### src/rtl/digit_serial_adder.sv
// -----------------------------------------------------------------------------
// digit_serial_adder
//
// Adds two N-bit unsigned operands D bits per clock using one D-bit adder
// slice and a registered carry. Result is N+1 bits wide (Sum[N] = carry-out).
// Operands enter and the sum leaves through valid/ready handshakes; only one
// operation is in flight at a time.
//
// Parameters:
//   N  operand width (>= 1)
//   D  digit width per clock (>= 1, <= N, N % D == 0)
//
// Ports:
//   clk        system clock, rising edge
//   rst        asynchronous active-high reset
//   in_valid   operands (and cin / sub) are valid
//   in_ready   block can accept operands (IDLE only)
//   A, B       N-bit operands
//   cin        carry-in, captured with the operands
//   sub        (only with DIGIT_SERIAL_ADDER_SUBTRACT_EN) 1 = compute A - B
//   out_valid  Sum is valid (DONE only)
//   out_ready  consumer accepts Sum
//   Sum        N+1-bit result
//
// Optional feature macro: DIGIT_SERIAL_ADDER_SUBTRACT_EN
//   When defined, adds the sub input. With sub=1 the B register captures ~B
//   and the initial carry is forced to 1, giving A + ~B + 1. Sum[N]=1 means
//   no borrow.
//
// States:
//   S_IDLE | waiting for operands, in_ready=1
//   S_RUN  | adding one digit per cycle, K = N/D cycles
//   S_DONE | out_valid=1, Sum held until out_ready
// -----------------------------------------------------------------------------
module digit_serial_adder #(
  parameter int N = 8,
  parameter int D = 2
) (
  input  logic         clk,
  input  logic         rst,
  input  logic         in_valid,
  output logic         in_ready,
  input  logic [N-1:0] A,
  input  logic [N-1:0] B,
  input  logic         cin,
`ifdef DIGIT_SERIAL_ADDER_SUBTRACT_EN
  input  logic         sub,
`endif
  output logic         out_valid,
  input  logic         out_ready,
  output logic [N:0]   Sum
);

  generate
    if ((N < 1) || (D < 1) || (D > N) || ((N % D) != 0)) begin : g_bad_params
      $error("digit_serial_adder: illegal parameters N=%0d D=%0d", N, D);
    end
  endgenerate

  localparam int K  = N / D;
  localparam int CW = $clog2(K + 1);

  typedef enum logic [1:0] {
    S_IDLE = 2'd0,
    S_RUN  = 2'd1,
    S_DONE = 2'd2
  } state_t;

  state_t          r_state;
  state_t          w_next;

  logic [N-1:0]    r_a;
  logic [N-1:0]    r_b;
  logic            r_carry;
  logic [CW-1:0]   r_cnt;
  logic [N:0]      r_sum;

  logic            w_accept;
  logic            w_last;
  logic [CW-1:0]   w_idx;
  logic [D-1:0]    w_a_dig;
  logic [D-1:0]    w_b_dig;
  logic [D:0]      w_dig_sum;
  logic [N-1:0]    w_b_load;
  logic            w_c_load;

  assign w_accept = in_valid && in_ready;
  assign w_last   = (r_cnt == CW'(K - 1));

  // The counter reaches K after the last digit; keep the slice index inside
  // the operand range outside RUN so the selects never go out of bounds.
  assign w_idx    = (r_state == S_RUN) ? r_cnt : '0;

  assign w_a_dig   = r_a[w_idx*D +: D];
  assign w_b_dig   = r_b[w_idx*D +: D];
  assign w_dig_sum = {1'b0, w_a_dig} + {1'b0, w_b_dig} + {{D{1'b0}}, r_carry};

`ifdef DIGIT_SERIAL_ADDER_SUBTRACT_EN
  // Subtraction as A + ~B + 1: invert B on capture and force the first carry.
  assign w_b_load = sub ? ~B   : B;
  assign w_c_load = sub ? 1'b1 : cin;
`else
  assign w_b_load = B;
  assign w_c_load = cin;
`endif

  // State register
  always_ff @(posedge clk or posedge rst) begin
    if (rst) begin
      r_state <= S_IDLE;
    end else begin
      r_state <= w_next;
    end
  end

  // Next-state logic
  always_comb begin
    w_next = r_state;
    unique case (r_state)
      S_IDLE: if (w_accept)  w_next = S_RUN;
      S_RUN:  if (w_last)    w_next = S_DONE;
      S_DONE: if (out_ready) w_next = S_IDLE;
      default:               w_next = S_IDLE;
    endcase
  end

  // Output logic
  always_comb begin
    in_ready  = (r_state == S_IDLE) && !rst;
    out_valid = (r_state == S_DONE);
  end

  // Datapath: operand capture and one digit per RUN cycle
  always_ff @(posedge clk or posedge rst) begin
    if (rst) begin
      r_a     <= '0;
      r_b     <= '0;
      r_carry <= 1'b0;
      r_cnt   <= '0;
      r_sum   <= '0;
    end else if (w_accept) begin
      r_a     <= A;
      r_b     <= w_b_load;
      r_carry <= w_c_load;
      r_cnt   <= '0;
    end else if (r_state == S_RUN) begin
      r_sum[w_idx*D +: D] <= w_dig_sum[D-1:0];
      r_carry             <= w_dig_sum[D];
      r_cnt               <= r_cnt + CW'(1);
      if (w_last) begin
        r_sum[N] <= w_dig_sum[D];
      end
    end
  end

  assign Sum = r_sum;

endmodule

### config.mk
export PLATFORM = sky130hd
export DESIGN_NAME = digit_serial_adder
export DESIGN_NICKNAME = d
export VERILOG_FILES = /design/src/rtl/digit_serial_adder.sv
export SDC_FILE = /design/constraint.sdc
export NUM_CORES = 1
export LEC_CHECK = 0
export ABC_AREA = 1
export ABC_CLOCK_PERIOD_IN_PS = 6500
export BUFFER_PORTS_ARGS = -buffer_cell sky130_fd_sc_hd__clkbuf_2
export CORE_UTILIZATION = 55
export DETAILED_ROUTE_END_ITERATION = 8
export PLACE_DENSITY = 0.82
export SYNTH_ARGS = -nofsm -noshare
export SYNTH_HDL_FRONTEND = slang
export SYNTH_SLANG_ARGS = --single-unit
### constraint.sdc
create_clock -name clk -period 6.5 [get_ports clk]
set_clock_uncertainty 0.1 [all_clocks]
set_input_delay 1.3 -clock clk [delete_from_list [all_inputs] [get_ports clk]]
set_output_delay 1.3 -clock clk [all_outputs]
set_load 0.02 [all_outputs]
==> results.tsv, run 1 <==
stage	metric	value	unit
timing	timing-limited maximum frequency	0.3179	GHz
finish	total of fill cells in the finished design	288	
timing	Final Max Tran Viols	0	
power_and_ir_drop	power density over the cells	492.8	nW/um2
logic_synthesis	number of nets in the synthesized netlist	243	
clocking	number of hold buffers added after cts	0	
routing	Detailed Route Iter0 Violations	31	
timing	headroom to the max-slew limit	26.44	%
finish	area growth from synthesis to layout	12.38	%
power_and_ir_drop	maximum vdd ir drop	215.8	uV
floorplan	Die Span Y	58.40	um
setup_path	biggest cell delay along the critical path	0.20	ns
floorplan	x dimension of the die	58.40	um
timing	setup total negative slack	0	ns
setup_path	capturing element type of the critical path	output port	
setup_path	required time reported for the critical path endpoint	5.10	ns
timing	final hold slack	0.3866	ns
routing	Pre-antenna DRT Iters	4	
timing	RSZ-0062 raised after global routing	false	
floorplan	starting density of the core	57.77	%
timing	final worst path period share	48.40	%
clocking	register clock-pin slew on the reported worst setup and hold paths	0.09	ns
grt	number of antenna violations at the first check in global routing	0	
routing	wire length after detailed routing	3118	um
clocking	TritonCTS buffer count	5	
finish	Final #Nets	276	
finish	number of inserted diodes	0	
grt	global-route wire length before repair	5506	um
floorplan	placeable core region	3028	um2
power_and_ir_drop	Power Total	0.9687	mW
logic_synthesis	post-synth design cell area	1749	um2
setup_path	cell with the largest stage delay on the worst path	sky130_fd_sc_hd__clkbuf_2	
status	run status	finished, final reports clean	
setup_path	end point of the critical path	in_ready	
logic_synthesis	warning count from the yosys run	0	
floorplan	cell row count	20	
clocking	clock root buffer	sky130_fd_sc_hd__clkbuf_4	
setup_path	endpoint of the worst register-to-register path	Sum[3]	
clocking	clock tree from TritonCTS	built	
power_and_ir_drop	Leak Pwr	1.069	nW
logic_synthesis	cells taking the most area after synthesis	sky130_fd_sc_hd__dfrtp_1 (44%), sky130_fd_sc_hd__nand2_1 (16%), sky130_fd_sc_hd__ha_1 (5.0%)	
clocking	sink count of the clock tree	31	
grt	Global Route met1 Usage	25.62	%
setup_path	cell seen most often among critical-path stages	sky130_fd_sc_hd__clkbuf_2	
timing	final worst-path setup slack	3.354	ns
routing	number of vias in the routed layout	1419	
finish	fraction of final layout cells sized beyond drive strength 1	23.98	%
logic_synthesis	fraction of the yosys area taken by sequential cells	44.35	%
setup_path	total buffers and inverters traversed by the critical path	2	
logic_synthesis	proportion of netlist area held by the largest area contributor	44.35	%
grt	global routing met2 resource utilization	36.12	%
setup_path	number of cells traversed by the worst register-to-register path	9	
clocking	post-CTS setup buffer count	0	
placement	dpl ws	3.356	ns
placement	Port Buf Inserts	31	
timing	minimum clock period	3.146	ns
setup_path	Crit. path cell count	3	
setup_path	r2r startpoint	r_state[0]	
floorplan	I/O pin total	32	
setup_path	type of the worst setup path	primary input to output port	
clocking	worst-case clock buffer depth	2	
setup_path	arrival time reported for the critical path endpoint	1.75	ns
setup_path	origin of the worst setup path	rst	
setup_path	critical-path cell list	clkbuf_2 -> nor3_4 -> clkbuf_2	
setup_path	CP startpoint kind	primary input	
job	max-cap violation count	0	
placement	dpl hpwl	2280	um
logic_synthesis	Synth Register Bits	31	
logic_synthesis	number of instances in the synthesized netlist	213	
worst_hold_path	Hold Crit Class	flip-flop to flip-flop	
placement	final weighted congestion in routability-driven placement	0.8184	
logic_synthesis	Mapped Avg Cell Area	8.212	um2
timing	Final setup violation count	0	
routing	routed length per instance	10.75	um
setup_path	top cell family by delay on the critical path	buffers and inverters	
clocking	clock insertion delay at the later pin of the skew report	0.33	ns
routing	via/cell ratio	4.893	
grt	GRT Max-Usage Layer	met2	
routing	DRC violations left	0	
logic_synthesis	cell taking the most area after synthesis	sky130_fd_sc_hd__dfrtp_1	
setup_path	Max FO, Critical Path	2	
floorplan	overall die area	3410	um2
timing	Worst Tran Pin Value	1.102	ns
routing	Antenna Violating Nets Remaining	0	
logic_synthesis	number of distinct library cells after synthesis	24	
clocking	H-tree Lvls	2	
grt	Total Routing Usage GR	21.88	%
grt	number of global-route vias before repair	1360	
clocking	post-CTS resize count	0	
timing	Final Hold Fails	0	
placement	placed cell count	283	
grt	overflow left after global routing	0	
finish	number of non-filler instances in the completed layout	290	
grt	met3 usage	4.615	%
setup_path	Reg2Reg Setup Slack	3.71	ns
grt	maximum number of pins on one net before global-route repair	32	
==> cells in the mapped netlist (all sizes together) <==
| cell | count |
|---|---|
| nand2 | 79 |
| dfrtp | 31 |
| inv | 25 |
| o21ai | 20 |
| nor2 | 18 |
| a21oi | 9 |
| nand3 | 9 |
| ha | 7 |
| buf | 5 |
| nor3 | 3 |
| fa | 2 |
| o211ai | 2 |
| clkinv | 1 |
| nand4 | 1 |
| o31ai | 1 |
==> flip-flops by register name (all words and copies together), names as in the netlist <==
name     count
r_b          8
Sum          9
r_state      2
r_a          8
r_cnt        3
r_carry      1
==> layer usage <==
| metal | routed length [um] | vias up |
|---|---|---|
| met2 | 1494 | 35 |
| met1 | 1401 | 636 |
| met5 | 0 | - |
| li1 | - | 737 |
| met3 | 132 | 11 |
| met4 | 89 | 0 |
==> worst register-to-register path, cell delays in order, from the launching register on <==
cell	delay, ns
sky130_fd_sc_hd__dfrtp_1	0.60
sky130_fd_sc_hd__nand3_4	0.29
sky130_fd_sc_hd__o211ai_1	0.26
sky130_fd_sc_hd__a21oi_1	0.12
sky130_fd_sc_hd__fa_1	0.41
sky130_fd_sc_hd__fa_1	0.55
sky130_fd_sc_hd__nand2_1	0.07
sky130_fd_sc_hd__nor2_1	0.13
sky130_fd_sc_hd__nand2_1	0.07
sky130_fd_sc_hd__o21ai_1	0.12
==> report_power, final <==
group | switching (mW) | internal [mW] | leakage (nW)
sequential | 0.0566 | 0.267 | 0.397
combinational | 0.339 | 0.191 | 0.639
clock | 0.0639 | 0.0500 | 0.0341
total | 0.460 | 0.509 | 1.07
==> cells in the final DEF (no fill, tap or decap) <==
master	Yosys	routed
sky130_fd_sc_hd__nand2_1	73	73
sky130_fd_sc_hd__nand3_1	4	4
sky130_fd_sc_hd__clkbuf_8	0	1
sky130_fd_sc_hd__nand3_2	2	2
sky130_fd_sc_hd__clkbuf_2	0	31
sky130_fd_sc_hd__inv_4	1	1
sky130_fd_sc_hd__nand2_2	6	6
sky130_fd_sc_hd__nor2_1	18	18
sky130_fd_sc_hd__o21ai_0	7	7
sky130_fd_sc_hd__fa_1	2	2
sky130_fd_sc_hd__inv_2	3	3
sky130_fd_sc_hd__inv_1	21	21
sky130_fd_sc_hd__o21ai_2	3	3
sky130_fd_sc_hd__ha_1	7	7
sky130_fd_sc_hd__clkinv_2	1	2
sky130_fd_sc_hd__clkbuf_4	0	5
sky130_fd_sc_hd__o21ai_1	10	10
sky130_fd_sc_hd__o31ai_1	1	1
sky130_fd_sc_hd__o211ai_1	2	2
sky130_fd_sc_hd__a21oi_1	9	9
sky130_fd_sc_hd__nand4_1	1	1
sky130_fd_sc_hd__nor3_1	1	1
sky130_fd_sc_hd__dfrtp_1	31	31
sky130_fd_sc_hd__nand3_4	3	3
sky130_fd_sc_hd__nor3_4	2	2
==> final cells by class <==
type | instances | area [um2] | share of cell area (%)
Clock buffer | 6 | 51.30 | 2.610
Timing Repair Buffer | 31 | 155.1 | 7.893
Sequential cell | 31 | 775.7 | 39.47
Clock inverter | 1 | 5.005 | 0.2546
Tap cell | 44 | 55.05 | 2.801
Multi-Input combinational cell | 151 | 822.0 | 41.82
Inverter | 26 | 101.3 | 5.156
==> per-stage QoR <==
step	area, um2	utilization [%]
6_report	1966	64.92
5_1_grt	1966	64.92
4_1_cts	1966	64.92
3_5_place_dp	1909	63.06
3_3_place_gp	1909	63.06
2_1_floorplan	1749	-
==> how the worst min path moves through the flow <==
stage,start,endpoint,cells past startpoint
final,r_b[5],r_b[5],2
after global routing,Sum[8],Sum[8],2
after CTS,r_b[5],r_b[5],2
after detailed placement,r_b[5],r_b[5],2
after global placement,r_b[5],r_b[5],2
after floorplan,r_b[4],r_b[4],2
==> cell families after synthesis <==
group	Yosys count	synth area share, %
flops	31	44.35
simple gates	110	29.47
compound gates	32	10.23
buf+inv	31	8.655
fa+ha+maj	9	7.296
(Power assumes the default switching activity.)
==> inputs of run 2 (changes only) <==
==> config.mk (replaced) <==
export PLATFORM = sky130hd
export DESIGN_NAME = digit_serial_adder
export DESIGN_NICKNAME = d
export VERILOG_FILES = /design/src/rtl/digit_serial_adder.sv
export SDC_FILE = /design/constraint.sdc
export NUM_CORES = 1
export LEC_CHECK = 0
export ABC_AREA = 0
export ABC_CLOCK_PERIOD_IN_PS = 3200
export BUFFER_PORTS_ARGS = -buffer_cell sky130_fd_sc_hd__clkbuf_2
export CORE_UTILIZATION = 54
export DETAILED_ROUTE_END_ITERATION = 8
export PLACE_DENSITY = 0.81
export SYNTH_ARGS = -nofsm -noshare
export SYNTH_HDL_FRONTEND = slang
export SYNTH_SLANG_ARGS = --single-unit
==> constraint.sdc (replaced) <==
create_clock -name clk -period 3.2 [get_ports clk]
set_clock_uncertainty 0.1 [all_clocks]
set_input_delay 0.64 -clock clk [delete_from_list [all_inputs] [get_ports clk]]
set_output_delay 0.64 -clock clk [all_outputs]
set_load 0.02 [all_outputs]
==> results.tsv, run 2 <==
stage	metric	value	unit	change
setup_path	endpoint of the worst register-to-register path	Sum[8]		was Sum[3]
setup_path	CP startpoint kind	flip-flop		was primary input
timing	headroom to the max-slew limit	57.60	%	was 26.44%
placement	Port Buf Inserts	31		unchanged
power_and_ir_drop	Int Pwr	1.276	mW	was 0.5087 mW
worst_hold_path	Hold Crit Class	primary input to asynchronous set/reset pin		was flip-flop to flip-flop
finish	Core Util, Final	69.52	%	was 64.92%
grt	number of global-route vias before repair	1278		was 1,360
finish	commonest cells after routing, fill and taps aside	sky130_fd_sc_hd__dfrtp_1 (31), sky130_fd_sc_hd__clkbuf_2 (31), sky130_fd_sc_hd__mux2_2 (22), sky130_fd_sc_hd__nor2_1 (10)		was sky130_fd_sc_hd__nand2_1 (73), sky130_fd_sc_hd__dfrtp_1 (31), sky130_fd_sc_hd__clkbuf_2 (31), sky130_fd_sc_hd__inv_1 (21), sky130_fd_sc_hd__nor2_1 (18)
logic_synthesis	number of instances in the synthesized netlist	144		was 213
placement	dpl hpwl	2474	um	was 2280 um
logic_synthesis	count leader, synth	sky130_fd_sc_hd__dfrtp_1		was sky130_fd_sc_hd__nand2_1
setup_path	arrival time reported for the critical path endpoint	3.11	ns	was 1.75 ns
floorplan	I/O pin total	32		unchanged
logic_synthesis	number of nets in the synthesized netlist	174		was 243
floorplan	placeable core region	2853	um2	was 3028 um2
clocking	register clock-pin slew on the reported worst setup and hold paths	0.10	ns	was 0.09 ns
power_and_ir_drop	logic gate share of total power	51.9	%	was 54.8%
logic_synthesis	warning count from the yosys run	0		unchanged
setup_path	Reg2Reg Setup Slack	0.26	ns	was 3.71 ns
clocking	post-CTS setup buffer count	0		unchanged
clocking	H-tree Lvls	2		unchanged
job	max-cap violation count	0		unchanged
status	run status	finished with violations		was finished, final reports clean
grt	global-route wire length before repair	5582	um	was 5506 um
clocking	number of hold buffers added after cts	0		unchanged
setup_path	r2r startpoint	r_state[0]		unchanged
timing	final worst path period share	91.84	%	
floorplan	starting density of the core	58.82	%	was 57.77%
placement	DP Area	1897	um2	was 1909 um2
routing	routed length per instance	15.28	um	was 10.75 um
power_and_ir_drop	Net Sw Frac	39.68	%	was 47.48%
clocking	clock root buffer	sky130_fd_sc_hd__clkbuf_4		unchanged
floorplan	x dimension of the die	57.74	um	was 58.40 um
logic_synthesis	most numerous cell types in the synthesized netlist	sky130_fd_sc_hd__dfrtp_1 (31), sky130_fd_sc_hd__mux2_2 (22), sky130_fd_sc_hd__nor2_1 (10)		was sky130_fd_sc_hd__nand2_1 (73), sky130_fd_sc_hd__dfrtp_1 (31), sky130_fd_sc_hd__inv_1 (21)
grt	number of antenna violations at the first check in global routing	0		unchanged
power_and_ir_drop	power density over the cells	1066	nW/um2	was 492.8 nW/um2
timing	setup total negative slack	0	ns	unchanged
logic_synthesis	proportion of netlist area held by the largest area contributor	46.23	%	was 44.35%
logic_synthesis	EDFF count, synth	0		unchanged
logic_synthesis	cell taking the most area after synthesis	sky130_fd_sc_hd__dfrtp_1		unchanged
floorplan	overall die area	3334	um2	was 3410 um2
logic_synthesis	cells taking the most area after synthesis	sky130_fd_sc_hd__dfrtp_1 (46%), sky130_fd_sc_hd__mux2_2 (15%), sky130_fd_sc_hd__ha_1 (5.2%)		was sky130_fd_sc_hd__dfrtp_1 (44%), sky130_fd_sc_hd__nand2_1 (16%), sky130_fd_sc_hd__ha_1 (5.0%)
logic_synthesis	Mapped Avg Cell Area	11.65	um2	was 8.212 um2
clocking	TritonCTS buffer count	5		unchanged
timing	Final Max Tran Viols	0		unchanged
setup_path	Max FO, Critical Path	9		was 2
finish	number of flip-flops under the largest register name	9		unchanged
logic_synthesis	Post-synth ARST share	100.0	%	unchanged
routing	via/cell ratio	5.944		was 4.893
grt	maximum number of pins on one net before global-route repair	24		was 32
timing	RSZ-0062 raised after global routing	false		unchanged
routing	Pre-antenna DRT Iters	7		was 4
logic_synthesis	fraction of the yosys area taken by sequential cells	46.23	%	was 44.35%
power_and_ir_drop	share of total power in the clock network	15.2	%	was 11.8%
logic_synthesis	Synth Register Bits	31		unchanged
routing	Antenna Violating Nets Remaining	0		unchanged
clocking	worst-case clock buffer depth	2		unchanged
power_and_ir_drop	Leak Pwr	0.9607	nW	was 1.069 nW
clocking	post-CTS resize count	0		unchanged
finish	number of inserted diodes	0		unchanged
logic_synthesis	post-synth design cell area	1678	um2	was 1749 um2
finish	area growth from synthesis to layout	18.20	%	was 12.38%
finish	fraction of final layout cells sized beyond drive strength 1	40.98	%	was 23.98%
placement	final weighted congestion in routability-driven placement	0.8398		was 0.8184
power_and_ir_drop	maximum vdd ir drop	545.0	uV	was 215.8 uV
timing	timing-limited maximum frequency	0.3403	GHz	
grt	overflow left after global routing	0		unchanged
timing	minimum clock period	2.939	ns	
setup_path	required time reported for the critical path endpoint	3.37	ns	was 5.10 ns
timing	final hold slack	0.1499	ns	was 0.3866 ns
timing	Worst Tran Pin Value	0.6200	ns	was 1.102 ns
logic_synthesis	top flip-flop cell by instance count after synthesis	sky130_fd_sc_hd__dfrtp_1		unchanged
power_and_ir_drop	Reg power frac	33.0	%	was 33.4%
timing	Final Hold Fails	0		unchanged
routing	Detailed Route Iter0 Violations	27		was 31
finish	post-route design area	1983	um2	was 1966 um2
logic_synthesis	number of distinct library cells after synthesis	39		was 24
timing	Final setup violation count	0		unchanged
power_and_ir_drop	Sw Pwr	0.8390	mW	was 0.4600 mW
clocking	clock tree from TritonCTS	built		unchanged
clocking	clock insertion delay at the later pin of the skew report	0.33	ns	about the same
setup_path	number of cells traversed by the worst register-to-register path	7		was 9
finish	Final #Nets	212		was 276
setup_path	capturing element type of the critical path	flip-flop		was output port
routing	wire length after detailed routing	3269	um	was 3118 um
floorplan	Die Span Y	57.74	um	was 58.40 um
setup_path	type of the worst setup path	flip-flop to flip-flop		was primary input to output port
grt	Total Routing Usage GR	22.65	%	was 21.88%
routing	number of vias in the routed layout	1272		was 1,419
routing	DRC violations left	2		was 0
status	violated checks	DRC		
clocking	sink count of the clock tree	31		unchanged
floorplan	cell row count	19		was 20
-- run 2: changes by cell type after synthesis, moves of 6 or more --
cell                      before  now
sky130_fd_sc_hd__nand2_1      73    6
sky130_fd_sc_hd__mux2_2        0   22
sky130_fd_sc_hd__inv_1        21    7
sky130_fd_sc_hd__o21ai_1      10    0
sky130_fd_sc_hd__nor2_1       18   10
sky130_fd_sc_hd__nand2_2       6    0
-- run 2: routing by layer --
metal	track usage [%]	share of wire, %	routed length, um	up-vias
met5	0	0	0	-
met4	9.864	2.6	85	0
met3	7.143	3.5	114	10
met2	37.71	51	1673	32
met1	27.18	43	1395	638
li1	-	-	-	592
-- run 2: final cells by class --
class / count / area [um2]
Clock buffer: 6 / 51.30
Multi-Input combinational cell: 100 / 855.8
Fill cell: 219 / 869.6
Inverter: 7 / 26.28
Sequential cell: 31 / 775.7
Clock inverter: 2 / 35.03
Tap cell: 31 / 38.79
Timing Repair Buffer: 37 / 200.2
-- run 2: kinds of logic (layout without fill, tap and decap cells) --
family                   after synthesis  in the layout  synth area share, %
AO/OA/AOI/OAI                         16             16                6.638
XOR/XNOR                               1              1               0.5221
adder cells (fa/ha/maj)                9              9                7.606
buffers and inverters                 13             52                3.132
flip-flops                            31             31                46.23
multiplexers                          29             29                19.54
AND/OR/NAND/NOR                       45             45                16.33
-- run 2: how the worst max path moves through the flow --
| stage | start | to | slack, ns | cells after the start |
|---|---|---|---|---|
| final | r_state[0] | Sum[8] | 0.26 | 7 |
| after global routing | r_state[0] | Sum[3] | 0.06 | 8 |
| after CTS | r_state[0] | Sum[8] | 0.26 | 7 |
| after detailed placement | r_state[0] | Sum[5] | 0.30 | 8 |
| after global placement | r_state[1] | Sum[8] | 0.37 | 7 |
| after floorplan | r_cnt[0] | Sum[8] | 0.31 | 8 |
-- run 2: per-stage QoR --
step / worst slack, ns / power, mW / instances
2_1_floorplan: 0.3133 / 1.517 / 144
4_1_cts: 0.2640 / 2.126 / 214
5_1_grt: 0.05845 / 2.280 / 214
3_5_place_dp: 0.3015 / 1.802 / 206
3_3_place_gp: 0.3671 / 1.749 / 206
6_report: 0.2612 / 2.115 / 214
-- run 2: critical path: stages (launching register included) --
cell	delay, ns
sky130_fd_sc_hd__dfrtp_1	0.48
sky130_fd_sc_hd__nor2b_1	0.35
sky130_fd_sc_hd__and2_1	0.28
sky130_fd_sc_hd__a2111oi_0	0.16
sky130_fd_sc_hd__fa_1	0.57
sky130_fd_sc_hd__or3b_2	0.44
sky130_fd_sc_hd__or4_1	0.41
sky130_fd_sc_hd__nand4_1	0.10
-- run 2: power groups by stage --
stage	sequential [mW]	combinational [mW]	clock, mW
6_report	0.697	1.10	0.320
5_1_grt	0.725	1.22	0.339
4_1_cts	0.698	1.10	0.325
3_5_place_dp	0.706	1.10	0
3_3_place_gp	0.690	1.06	0
2_1_floorplan	0.678	0.840	0
==> inputs of run 3 (changes only) <==
--- a/config.mk
+++ b/config.mk
@@ -6,11 +6,12 @@
 export NUM_CORES = 1
 export LEC_CHECK = 0
 export ABC_AREA = 0
-export ABC_CLOCK_PERIOD_IN_PS = 3200
+export ABC_CLOCK_PERIOD_IN_PS = 3600
 export BUFFER_PORTS_ARGS = -buffer_cell sky130_fd_sc_hd__clkbuf_2
-export CORE_UTILIZATION = 54
+export CORE_UTILIZATION = 55
 export DETAILED_ROUTE_END_ITERATION = 8
-export PLACE_DENSITY = 0.81
+export PLACE_DENSITY = 0.82
+export RECOVER_POWER = 25
 export SYNTH_ARGS = -nofsm -noshare
 export SYNTH_HDL_FRONTEND = slang
 export SYNTH_SLANG_ARGS = --single-unit
==> constraint.sdc (replaced) <==
create_clock -name clk -period 3.6 [get_ports clk]
set_clock_uncertainty 0.1 [all_clocks]
set_input_delay 0.72 -clock clk [delete_from_list [all_inputs] [get_ports clk]]
set_output_delay 0.72 -clock clk [all_outputs]
set_load 0.02 [all_outputs]
==> results.tsv, run 3 (same netlist as run 2, synthesis figures left out) <==
stage	metric	value	unit	change
setup_path	biggest cell delay along the critical path	0.58	ns	was 0.57 ns
setup_path	total buffers and inverters traversed by the critical path	0		unchanged
setup_path	number of cells traversed by the worst register-to-register path	7		unchanged
timing	minimum clock period	3.063	ns	was 2.939 ns
power_and_ir_drop	Leak Pwr	0.9303	nW	was 0.9607 nW
power_and_ir_drop	power density over the cells	927.9	nW/um2	was 1066 nW/um2
status	run status	finished with violations		unchanged
grt	number of global-route vias before repair	1277		was 1,278
timing	Final Hold Fails	0		unchanged
floorplan	starting density of the core	59.31	%	was 58.82%
clocking	clock root buffer	sky130_fd_sc_hd__clkbuf_4		unchanged
power_and_ir_drop	Net Sw Frac	42.02	%	was 39.68%
routing	DRC violations left	1		was 2
floorplan	I/O pin total	32		unchanged
setup_path	CP startpoint kind	flip-flop		unchanged
finish	area growth from synthesis to layout	15.29	%	was 18.20%
power_and_ir_drop	Int Pwr	1.041	mW	was 1.276 mW
placement	dpl ws	0.6163	ns	was 0.3015 ns
routing	Pre-antenna DRT Iters	6		was 7
setup_path	cell with the largest stage delay on the worst path	sky130_fd_sc_hd__fa_1		unchanged
clocking	register clock-pin slew on the reported worst setup and hold paths	0.10	ns	about the same
timing	Final Max Tran Viols	0		unchanged
routing	wire length after detailed routing	3331	um	was 3269 um
clocking	clock tree from TritonCTS	built		unchanged
setup_path	Crit. path cell count	7		unchanged
timing	headroom to the max-slew limit	25.09	%	was 57.60%
clocking	H-tree Lvls	2		unchanged
clocking	worst-case clock buffer depth	2		unchanged
placement	final weighted congestion in routability-driven placement	0.8470		was 0.8398
worst_hold_path	Hold Crit Class	primary input to asynchronous set/reset pin		unchanged
timing	timing-limited maximum frequency	0.3265	GHz	was 0.3403 GHz
finish	number of inserted diodes	0		unchanged
finish	fraction of final layout cells sized beyond drive strength 1	38.46	%	was 40.98%
floorplan	cell row count	19		unchanged
power_and_ir_drop	maximum vdd ir drop	534.1	uV	was 545.0 uV
grt	Total Routing Usage GR	23.23	%	was 22.65%
grt	number of antenna violations at the first check in global routing	0		unchanged
clocking	clock insertion delay at the later pin of the skew report	0.32	ns	was 0.33 ns
floorplan	x dimension of the die	57.23	um	was 57.74 um
finish	commonest cells after routing, fill and taps aside	sky130_fd_sc_hd__dfrtp_1 (31), sky130_fd_sc_hd__clkbuf_2 (30), sky130_fd_sc_hd__mux2_2 (22), sky130_fd_sc_hd__nor2_1 (10)		was sky130_fd_sc_hd__dfrtp_1 (31), sky130_fd_sc_hd__clkbuf_2 (31), sky130_fd_sc_hd__mux2_2 (22), sky130_fd_sc_hd__nor2_1 (10)
routing	via/cell ratio	5.840		was 5.944
finish	number of flip-flops under the largest register name	9		unchanged
timing	Worst Tran Pin Value	1.124	ns	was 0.6200 ns
routing	number of vias in the routed layout	1244		was 1,272
routing	Antenna Violating Nets Remaining	0		unchanged
finish	Final #Nets	211		was 212
setup_path	r2r startpoint	r_state[0]		unchanged
setup_path	capturing element type of the critical path	flip-flop		unchanged
grt	overflow left after global routing	0		unchanged
timing	final worst-path setup slack	0.5371	ns	was 0.2612 ns
setup_path	Max FO, Critical Path	9		unchanged
power_and_ir_drop	Sw Pwr	0.7543	mW	was 0.8390 mW
routing	Detailed Route Iter0 Violations	23		was 27
setup_path	critical-path cell list	nor2b_1 -> and2_1 -> a2111oi_0 -> fa_1 -> or3b_2 -> or4_1 -> nand4_1		unchanged
setup_path	Reg2Reg Setup Slack	0.54	ns	was 0.26 ns
finish	leading cell type in the layout, fill and taps excluded	sky130_fd_sc_hd__dfrtp_1		
floorplan	Die Span Y	57.23	um	was 57.74 um
clocking	sink count of the clock tree	31		unchanged
setup_path	type of the worst setup path	flip-flop to flip-flop		unchanged
grt	maximum number of pins on one net before global-route repair	32		was 24
floorplan	overall die area	3275	um2	was 3334 um2
timing	setup total negative slack	0	ns	unchanged
timing	final worst path period share	85.08	%	was 91.84%
setup_path	arrival time reported for the critical path endpoint	3.21	ns	was 3.11 ns
timing	Final setup violation count	0		unchanged
setup_path	endpoint of the worst register-to-register path	Sum[8]		unchanged
job	max-cap violation count	0		unchanged
routing	routed length per instance	15.64	um	was 15.28 um
power_and_ir_drop	Reg power frac	35.0	%	was 33.0%
clocking	post-CTS resize count	0		unchanged
clocking	number of hold buffers added after cts	0		unchanged
clocking	TritonCTS buffer count	5		unchanged
placement	dpl hpwl	2397	um	was 2474 um
floorplan	placeable core region	2829	um2	was 2853 um2
timing	RSZ-0062 raised after global routing	false		unchanged
grt	global-route wire length before repair	5671	um	was 5582 um
power_and_ir_drop	logic gate share of total power	54.4	%	was 51.9%
clocking	post-CTS setup buffer count	0		unchanged
power_and_ir_drop	share of total power in the clock network	10.6	%	was 15.2%
placement	Port Buf Inserts	31		unchanged
setup_path	required time reported for the critical path endpoint	3.75	ns	was 3.37 ns
status	violated checks	DRC		unchanged
setup_path	top cell family by delay on the critical path	simple AND/OR/NAND/NOR gates		unchanged
## run 3: changes by cell type in the layout (fill, tap and decap cells not counted), sizes merged
cell | before | now
buf | 6 | 4
bufinv | 1 | 0
clkbuf | 37 | 39
## run 3: power by group through the flow
stage / Sequential [mW] / Combinational, mW / Clock [mW]
after floorplan: 0.603 / 0.746 / 0
after global placement: 0.617 / 0.929 / 0
after detailed placement: 0.633 / 0.965 / 0
after CTS: 0.625 / 0.968 / 0.193
after global routing: 0.646 / 1.09 / 0.214
final: 0.629 / 0.976 / 0.190
## run 3: area by class of cell
| type | count | area [um2] |
|---|---|---|
| clock inverter | 1 | 5.005 |
| multi-input combinational | 100 | 855.8 |
| inverter | 7 | 26.28 |
| tap | 31 | 38.79 |
| timing repair buffer | 36 | 187.7 |
| fill | 206 | 894.6 |
| clock buffer | 7 | 45.04 |
| sequential | 31 | 775.7 |
## run 3: routing by layer
metal  up-vias  global-route usage, %  routed length (um)
met2        32                  38.15                1701
met3         2                  7.256                 127
met1       621                  28.96                1474
li1        589                      -                   -
met4         0                  8.711                  27
met5         -                      0                   0
## run 3: worst max-delay path by stage
stage / startpoint / endpoint / slack [ns]
after floorplan: r_cnt[0] / Sum[8] / 0.71
after global placement: r_cnt[0] / Sum[8] / 0.76
after detailed placement: r_state[0] / Sum[8] / 0.62
after CTS: r_state[0] / Sum[8] / 0.58
after global routing: r_state[0] / Sum[8] / 0.37
final: r_state[0] / Sum[8] / 0.54
## run 3: per-stage QoR
stage | instances | area, um2 | utilization, % | hold WS (ns) | power (mW)
after floorplan | 144 | 1678 | - | 0.3735 | 1.349
final | 213 | 1934 | 68.38 | 0.3137 | 1.795
after CTS | 212 | 1932 | 68.29 | 0.4135 | 1.786
after detailed placement | 204 | 1882 | 66.52 | 0.3943 | 1.598
after global placement | 204 | 1882 | 66.52 | 0.3875 | 1.546
after global routing | 213 | 1934 | 68.38 | 0.3299 | 1.954
